File: src/rtl/bt_cmd_rx.sv
// UART 8N1 receiver plus "$<letter><1-3 digits>#" command parser for a Bluetooth serial link.
// Define RX_MAJORITY_EN to take each data/stop bit as the 2-of-3 vote around bit centre.
module bt_cmd_rx #(
    parameter int CLKS_PER_BIT = 434
) (
    input  logic       clk_50M,
    input  logic       rst_n,
    input  logic       rx,
    output logic       byte_valid,
    output logic [7:0] rx_byte,
    output logic       frame_err,
    output logic       cmd_valid,
    output logic [7:0] cmd_id,
    output logic [9:0] cmd_arg,
    output logic       cmd_err
);

    localparam int CNT_W = $clog2(CLKS_PER_BIT);
    localparam logic [CNT_W-1:0] BIT_LAST  = CNT_W'(CLKS_PER_BIT - 1);
    localparam logic [CNT_W-1:0] HALF_LAST = CNT_W'(CLKS_PER_BIT / 2 - 1);

    typedef enum logic [1:0] {IDLE, START, DATA, STOP} rx_state_t;
    typedef enum logic [1:0] {P_IDLE, P_ID, P_ARG} p_state_t;

    logic             rx_meta, rx_sync, rx_d1;
    logic             rx_bit;
    rx_state_t        rx_state, rx_next;
    logic [CNT_W-1:0] clk_cnt;
    logic [2:0]       bit_cnt;
    logic [7:0]       shreg;
    logic             stop_wait;
    logic             half_tick, bit_tick;
    logic             sample_data, stop_good, stop_bad;

    // Bit decisions use the sample one cycle old so that the majority window
    // (older, centre, newer) and the single-sample build share the same timing.
`ifdef RX_MAJORITY_EN
    logic rx_d2;
    assign rx_bit = (rx_d2 & rx_d1) | (rx_d2 & rx_sync) | (rx_d1 & rx_sync);
`else
    assign rx_bit = rx_d1;
`endif

    always_ff @(posedge clk_50M or negedge rst_n) begin
        if (!rst_n) begin
            rx_meta <= 1'b1;
            rx_sync <= 1'b1;
            rx_d1   <= 1'b1;
`ifdef RX_MAJORITY_EN
            rx_d2   <= 1'b1;
`endif
        end else begin
            rx_meta <= rx;
            rx_sync <= rx_meta;
            rx_d1   <= rx_sync;
`ifdef RX_MAJORITY_EN
            rx_d2   <= rx_d1;
`endif
        end
    end

    assign half_tick = (clk_cnt == HALF_LAST);
    assign bit_tick  = (clk_cnt == BIT_LAST);

    always_ff @(posedge clk_50M or negedge rst_n) begin
        if (!rst_n) rx_state <= IDLE;
        else        rx_state <= rx_next;
    end

    always_comb begin
        rx_next = rx_state;
        case (rx_state)
            IDLE:  if (!rx_sync) rx_next = START;
            START: if (half_tick) rx_next = rx_sync ? IDLE : DATA;
            DATA:  if (bit_tick && bit_cnt == 3'd7) rx_next = STOP;
            STOP: begin
                if (stop_wait) begin
                    if (rx_sync) rx_next = IDLE;
                end else if (bit_tick && rx_bit) begin
                    rx_next = IDLE;
                end
            end
            default: rx_next = IDLE;
        endcase
    end

    always_comb begin
        sample_data = (rx_state == DATA) && bit_tick;
        stop_good   = (rx_state == STOP) && !stop_wait && bit_tick && rx_bit;
        stop_bad    = (rx_state == STOP) && !stop_wait && bit_tick && !rx_bit;
    end

    always_ff @(posedge clk_50M or negedge rst_n) begin
        if (!rst_n) begin
            clk_cnt    <= '0;
            bit_cnt    <= '0;
            shreg      <= '0;
            stop_wait  <= 1'b0;
            byte_valid <= 1'b0;
            frame_err  <= 1'b0;
            rx_byte    <= '0;
        end else begin
            byte_valid <= stop_good;
            frame_err  <= stop_bad;
            if (stop_good) rx_byte <= shreg;
            if (sample_data) shreg <= {rx_bit, shreg[7:1]};
            if (rx_state == IDLE || rx_state != rx_next || bit_tick) clk_cnt <= '0;
            else                                                      clk_cnt <= clk_cnt + CNT_W'(1);
            if (rx_state == IDLE)  bit_cnt <= '0;
            else if (sample_data)  bit_cnt <= bit_cnt + 3'd1;
            if (stop_bad)                stop_wait <= 1'b1;
            else if (rx_state != STOP)   stop_wait <= 1'b0;
        end
    end

    p_state_t   p_state, p_next;
    logic [7:0] id_latch;
    logic [9:0] acc, acc_next;
    logic [1:0] dig_cnt;
    logic       is_dollar, is_hash, is_letter, is_digit;
    logic       p_done, p_err, p_latch, p_acc;

    assign is_dollar = (rx_byte == 8'h24);
    assign is_hash   = (rx_byte == 8'h23);
    assign is_letter = (rx_byte >= 8'h41) && (rx_byte <= 8'h5A);
    assign is_digit  = (rx_byte >= 8'h30) && (rx_byte <= 8'h39);
    assign acc_next  = (acc << 3) + (acc << 1) + {6'd0, rx_byte[3:0]};

    always_ff @(posedge clk_50M or negedge rst_n) begin
        if (!rst_n) p_state <= P_IDLE;
        else        p_state <= p_next;
    end

    // A framing error mid-command abandons the frame; byte_valid and frame_err are exclusive.
    always_comb begin
        p_next = p_state;
        if (frame_err) begin
            p_next = P_IDLE;
        end else if (byte_valid) begin
            case (p_state)
                P_IDLE:  if (is_dollar) p_next = P_ID;
                P_ID:    p_next = is_dollar ? P_ID : (is_letter ? P_ARG : P_IDLE);
                P_ARG:   p_next = is_dollar ? P_ID :
                                  ((is_digit && dig_cnt != 2'd3) ? P_ARG : P_IDLE);
                default: p_next = P_IDLE;
            endcase
        end
    end

    always_comb begin
        p_done  = 1'b0;
        p_err   = 1'b0;
        p_latch = 1'b0;
        p_acc   = 1'b0;
        if (frame_err) begin
            p_err = (p_state != P_IDLE);
        end else if (byte_valid) begin
            case (p_state)
                P_ID: begin
                    if (is_letter) p_latch = 1'b1;
                    else           p_err   = 1'b1;
                end
                P_ARG: begin
                    if (is_digit && dig_cnt != 2'd3)   p_acc  = 1'b1;
                    else if (is_hash && dig_cnt != 0)  p_done = 1'b1;
                    else                               p_err  = 1'b1;
                end
                default: ;
            endcase
        end
    end

    always_ff @(posedge clk_50M or negedge rst_n) begin
        if (!rst_n) begin
            id_latch  <= '0;
            acc       <= '0;
            dig_cnt   <= '0;
            cmd_valid <= 1'b0;
            cmd_err   <= 1'b0;
            cmd_id    <= '0;
            cmd_arg   <= '0;
        end else begin
            cmd_valid <= p_done;
            cmd_err   <= p_err;
            if (p_done) begin
                cmd_id  <= id_latch;
                cmd_arg <= acc;
            end
            if (p_latch) begin
                id_latch <= rx_byte;
                acc      <= '0;
                dig_cnt  <= '0;
            end else if (p_acc) begin
                acc      <= acc_next;
                dig_cnt  <= dig_cnt + 2'd1;
            end
        end
    end

endmodule

File: config.mk
export PLATFORM = sky130hd
export DESIGN_NAME = bt_cmd_rx
export DESIGN_NICKNAME = d
export VERILOG_FILES = /design/src/rtl/bt_cmd_rx.sv
export SDC_FILE = /design/constraint.sdc
export NUM_CORES = 1
export LEC_CHECK = 0
export ABC_CLOCK_PERIOD_IN_PS = 6000
export BUFFER_PORTS_ARGS = -buffer_cell sky130_fd_sc_hd__buf_2
export CAP_MARGIN = 40
export CORE_MARGIN = 3
export CORE_UTILIZATION = 65
export CTS_BUF_LIST = sky130_fd_sc_hd__clkbuf_8
export CTS_CLUSTER_SIZE = 40
export DETAILED_ROUTE_END_ITERATION = 10
export PLACE_DENSITY = 0.86
export SLEW_MARGIN = 25
export SYNTH_ARGS = -nofsm -noshare
export SYNTH_HDL_FRONTEND = slang
export SYNTH_SLANG_ARGS = --single-unit
File: constraint.sdc
create_clock -name clk_50M -period 6 [get_ports clk_50M]
set_input_delay 0.9 -clock clk_50M [delete_from_list [all_inputs] [get_ports clk_50M]]
set_output_delay 0.9 -clock clk_50M [all_outputs]
set_load 0.005 [all_outputs]
==> results_dict.tcl, run 1 <==
set metrics [dict create \
    syn_nets 361 \
    drt_iter0_markers 134 \
    stdcell_count 444 \
    period_needed_ns 2.40 \
    cts.clk_slew.worst_paths_ns 0.08 \
    hp-class "reg -> reg" \
    min_period_over_period_pct 40.0 \
    synth_edf_count 0 \
    insertion_delay_ns 0.35 \
    antenna_found_initial 0 \
    hold_depth 0 \
    initial_core_util_pct 68.8 \
    first_global_vias 2768 \
    ys.flop_type "dfrtp_1" \
    synth.avg_cell_area_sq_um 11.8 \
    grt_first_pass_wirelength_mm 13.3 \
    worst_hold_path.endpoint "rx_sync" \
    cts_resized 0 \
    layout.nets 397 \
    path_depth 6 \
    hold_viol 0 \
    startpoint_type "register" \
    drtAntennaViolNets 0 \
    slew_viol_final 0 \
    cts_root_buf "clkbuf_8" \
    yosysTopAreaCell "dfrtp_1" \
    grt_max_degree 44 \
    finalSetupTns_ns 0 \
    critPathRequiredTime_ns 6.23 \
    core-area_sq_um 5680 \
    io_buffer_count 32 \
    fin_skew_ns 0.00926 \
    path_buf_inv 0 \
    synth_top_area_share_pct 48.1 \
    holdWs_ns 0.360 \
    path_delay_family "adder cells" \
    wl_mm 7.72 \
    drtPass1Iterations 4 \
    placed_cells 428 \
    area_growth_pct 12.0 \
    vias 2683 \
    peakVddDrop_v 0.000173 \
    syn_area_sq_um 3900 \
    cts_buffer_depth 2 \
    grt_usage_pct 23.7 \
    cts_tree "yes" \
    fillers 350 \
    cts_made_buffers 9 \
    synthArstFlopShare_pct 100 \
    status "complete, no violations" \
    synth_cell_types 57 \
    slew_headroom_pct 52.6 \
    grt_remaining_overflow 0 \
    crit_path_cell_trace "fa_1 -> fa_1 -> a211o_1 -> o211ai_1 -> a2111o_1 -> o211ai_1" \
    end_kind "register" \
    r2r_cells 6 \
    min_from "rx_meta" \
    drc 0 \
    p_leak_nw 2.27 \
    ys.warnings.count 0 \
    drive_gt1_share_pct 27.2 \
    worst-path-max-fanout 8 \
    crit_arrival_ns 2.63 \
    diodes 0 \
    place_hpwl_mm 5.24 \
    htreeDepth 3 \
    io_pins 33 \
    synth_seq_cells 78 \
    via_per_inst 6.04 \
    crit_path_top_delay_cell "fa_1" \
    final-seq-area_sq_um 1960 \
    r2r-start "rx_byte[3]" \
    crit_type "reg -> reg" \
    multi_input_area_sq_um 1820 \
    cap_viol_max_count 0 \
    place_congestion 0.882 \
    die_w_microns 83.5 \
    rrSetupSlack_ns 3.60 \
    cts_setup_buffers 0 \
    netlist_top_cells_area "dfrtp_1 (48%), mux2_2 (8.7%), ha_1 (8.0%)" \
    rr_endpoint "acc[8]" \
    cts_sinks 78 \
    cpPeakStageDelay_ns 0.57 \
    postCtsHoldBufs 0 \
    rsz0062_at_grt "no" \
    worstMarginPinSlew_ns 0.711 \
    die_area_sq_um 6970 \
    wire_per_inst_microns 17.4 \
    syn_inst 331 \
    synth-seq-area-share_pct 50.1 \
    cellPowerDensity_nw_per_um2 232 \
    row_count 27 \
    fmax_mhz 417 \
    die_h_microns 83.5 \
    setup_viol 0 \
]
[kinds of logic after synthesis]
family	Yosys count	synth area share (%)
AOI/OAI and AO/OA	55	9.42
adders and majority gates	27	9.04
buffers and inverters	26	3.27
DFF	78	50.1
and+or+nand+nor	93	13.1
muxes	42	12.9
xor gates and xnor gates	10	2.24
[per-stage QoR]
stage	total power (W)	setup slack, ns	util, %	area (sq um)
floorplan	0.000539	3.76	-	3910
global placement	0.000550	3.69	72.1	4090
detailed placement	0.000552	3.62	72.8	4130
CTS	0.00103	3.61	77.1	4380
global route	0.00105	3.47	77.1	4380
finish	0.00102	3.60	77.1	4380
[worst max path at each step]
stage               start  endpoint  slack [ns]
3_3_place_gp   rx_byte[3]    acc[8]        3.69
2_1_floorplan  rx_byte[3]    acc[8]        3.76
4_1_cts        rx_byte[3]    acc[8]        3.61
6_report       rx_byte[3]    acc[8]        3.60
5_1_grt        p_state[0]    acc[8]        3.47
3_5_place_dp   rx_byte[3]    acc[8]        3.62
[final cells by class]
type / count / area share [%]
timing repair buffer: 34 / 4.52
inverter: 17 / 1.46
clock buffer: 10 / 3.15
tap: 72 / 2.06
clock inverter: 6 / 2.49
multi-input combinational: 227 / 41.6
sequential: 78 / 44.7
[synthesized netlist by cell type, types with 3 or more instances]
cell / instances
dfrtp_1: 75
mux2_2: 30
ha_1: 25
nand2_1: 25
inv_1: 17
nor2_1: 17
o21ai_0: 17
nand3_1: 10
mux2_4: 9
nor3_1: 7
xnor2_1: 7
nor2b_1: 6
o211ai_1: 6
a21oi_1: 5
a211oi_1: 4
clkbuf_1: 4
a211o_1: 3
and4_1: 3
dfstp_2: 3
mux2i_1: 3
nand4_1: 3
o22ai_1: 3
o31ai_1: 3
or4_1: 3
xor2_1: 3
[placed cells by master (no fill, tap or decap), types with 4 or more instances in the layout]
master / netlist / layout
nor2b_1: 6 / 6
mux2_4: 9 / 9
a21oi_1: 5 / 5
nor3_1: 7 / 7
o211ai_1: 6 / 6
inv_1: 17 / 17
nand2_1: 25 / 25
dfrtp_1: 75 / 75
nand3_1: 10 / 10
o21ai_0: 17 / 17
clkbuf_8: 0 / 10
a211oi_1: 4 / 4
nor2_1: 17 / 17
ha_1: 25 / 25
mux2_2: 30 / 30
buf_2: 2 / 31
xnor2_1: 7 / 7
[routing by layer]
layer | global-route usage [%] | vias to the layer above | wire length, microns
met2 | 40.9 | 68 | 4110
met5 | 0 | - | 0
met1 | 29.4 | 1339 | 3190
li1 | - | 1265 | -
met4 | 8.77 | 0 | 133
met3 | 5.23 | 11 | 290
[where the power goes]
group | internal, W | leakage [nW] | switching, W | total, W
Sequential | 0.000527 | 1.06 | 0.00000119 | 0.000528
Clock | 0.000287 | 0.126 | 0.000188 | 0.000474
Combinational | 0.00000223 | 1.08 | 0.0000104 | 0.0000126
Total | 0.000816 | 2.27 | 0.000199 | 0.00102
[flip-flops by register name, indices dropped and copies added (netlist names), 3 cells and up]
| signal | cells |
|---|---|
| cmd_arg | 10 |
| id_latch | 8 |
| cmd_id | 8 |
| clk_cnt | 9 |
| shreg | 8 |
| acc | 10 |
| rx_byte | 8 |
| bit_cnt | 3 |
No activity file was read; power rests on OpenSTA's default activity.
==> inputs of run 2 (changes only) <==
Settings changed: ABC_CLOCK_PERIOD_IN_PS 6000 to 2200, CORE_UTILIZATION 65 to 56, PLACE_DENSITY 0.86 to 0.78.
Clock period 6 ns to 2.2 ns, I/O delays scaled along.
==> results_dict.tcl, run 2 (same netlist as run 1, synthesis figures left out) <==
set metrics [dict create \
    p_leak_nw 2.32 \
    area_growth_pct 16.3 \
    drtAntennaViolNets 0 \
    cts_root_buf "clkbuf_8" \
    antenna_found_initial 0 \
    drt_iter0_markers 157 \
    crit_arrival_ns 2.39 \
    drc 0 \
    die_h_microns 89.5 \
    cts.clk_slew.worst_paths_ns 0.08 \
    grt_remaining_overflow 0 \
    fmax_mhz 469 \
    min_from "rx" \
    cts_tree "yes" \
    cellPowerDensity_nw_per_um2 592 \
    slew_viol_final 0 \
    layout.nets 412 \
    hp-class "in -> reg" \
    status "complete, no violations" \
    crit_type "reg -> reg" \
    cts_sinks 78 \
    drive_gt1_share_pct 31.3 \
    diodes 0 \
    die_area_sq_um 8010 \
    period_needed_ns 2.13 \
    core-area_sq_um 6570 \
    peakVddDrop_v 0.000609 \
    place_hpwl_mm 5.36 \
    slew_headroom_pct 66.2 \
    initial_core_util_pct 59.5 \
    min_period_over_period_pct 96.8 \
    crit_path_cell_trace "fa_2 -> fa_2 -> a211o_1 -> o211ai_1 -> a2111o_1 -> o211ai_1" \
    fin_skew_ns 0.0111 \
    insertion_delay_ns 0.35 \
    vias 2738 \
    io_buffer_count 32 \
    grt_max_degree 41 \
    final_cell_mix "dfrtp_1 (75), buf_2 (31), mux2_2 (30), nand2_1 (25), ha_1 (22)" \
    wire_per_inst_microns 15.7 \
    critPathRequiredTime_ns 2.46 \
    wl_mm 7.55 \
    startpoint "acc[2]" \
    htreeDepth 3 \
    rsz0062_at_grt "yes" \
    holdWs_ns 0.0756 \
    startpoint_type "register" \
    place_congestion 0.890 \
    power_w 0.00269 \
    crit_path_top_delay_cell "fa_2" \
    grt_first_pass_wirelength_mm 12.7 \
    worstMarginPinSlew_ns 0.500 \
    via_per_inst 5.70 \
    r2r-start "acc[2]" \
    final_common_cell "dfrtp_1" \
    cts_buffer_depth 2 \
    end_kind "register" \
    hold_viol 0 \
    setup_viol 0 \
    worst-path-max-fanout 3 \
    placed_cells 462 \
    stdcell_count 480 \
    cts_made_buffers 9 \
    row_count 29 \
    fillers 468 \
    first_global_vias 2726 \
    reg.largest.list "acc x10, cmd_arg x10, clk_cnt x9" \
    die_w_microns 89.5 \
    io_pins 33 \
    grt_usage_pct 21.1 \
    drtPass1Iterations 4 \
    cpPeakStageDelay_ns 0.64 \
    cap_viol_max_count 0 \
]
-- run 2: changes by cell type in the layout (fill, tap and decap cells not counted), moves of 2 or more --
| cell | previous run | this run |
|---|---|---|
| o21ai_0 | 17 | 15 |
| buf_4 | 1 | 14 |
| fa_1 | 2 | 0 |
| o21ai_1 | 1 | 3 |
| ha_1 | 25 | 22 |
| buf_12 | 1 | 3 |
| ha_2 | 0 | 2 |
| inv_6 | 0 | 2 |
| fa_2 | 0 | 2 |
-- run 2: what timing repair did --
item | 4_1_cts | 5_1_grt
pin swaps | 1 | 9
endpoints found under the setup margin | 4 | 6
hold buffers | 1 | 0
buffers inserted | 0 | 1
resized for setup | 2 | 6
hold endpoints to repair | 39 | 0
-- run 2: final timing paths --
path | to | slack [ns] | cells after the start
max | acc[8] | 0.07 | 6
min | rx_meta | 0.08 | 1
max reg2reg | acc[8] | 0.07 | 6
min reg2reg | rx_sync | 0.36 | 0
max in group asynchronous | rx_meta | 1.06 | 3
min in group asynchronous | cmd_arg[5] | 0.50 | 2
-- run 2: final cells by class --
class | count | area [sq um] | share of cell area (%)
Clock buffer | 10 | 138 | 3.03
Sequential cell | 78 | 1960 | 43.0
Timing Repair Buffer | 49 | 330 | 7.27
Inverter | 17 | 63.8 | 1.40
Multi-Input combinational cell | 227 | 1850 | 40.7
Clock inverter | 6 | 90.1 | 1.98
Tap cell | 93 | 116 | 2.56
-- run 2: power by group --
group / total [W] / internal (W) / switching (W)
sequential: 0.00144 / 0.00144 / 0.00000269
clock: 0.00121 / 0.000676 / 0.000537
combinational: 0.0000356 / 0.00000721 / 0.0000284
total: 0.00269 / 0.00212 / 0.000568
-- run 2: critical path: cells and delay by family, from the launching register on --
| family | cells | cell delay (ns) |
|---|---|---|
| AOI/OAI and AO/OA | 4 | 0.74 |
| adders and majority gates | 2 | 0.88 |
| DFF | 1 | 0.41 |
-- run 2: routing by layer --
layer  global-route usage, %  vias to the layer above  wire length, microns
met1                    24.9                     1350                  3210
met5                       0                        -                     0
li1                        -                     1302                     -
met3                    4.42                       14                   295
met2                    37.3                       72                  3910
met4                    8.80                        0                   142
-- run 2: metrics by stage --
| step | area, sq um | setup TNS [ns] | util [%] | worst slack [ns] |
|---|---|---|---|---|
| finish | 4540 | 0 | 69.2 | 0.0696 |
| floorplan | 3910 | 0 | - | 0.00925 |
| detailed placement | 4270 | -0.0563 | 65.0 | -0.0470 |
| CTS | 4520 | 0 | 68.8 | 0.000959 |
| global placement | 4270 | -0.00430 | 65.0 | -0.00430 |
| global route | 4540 | -0.0603 | 69.2 | -0.0444 |
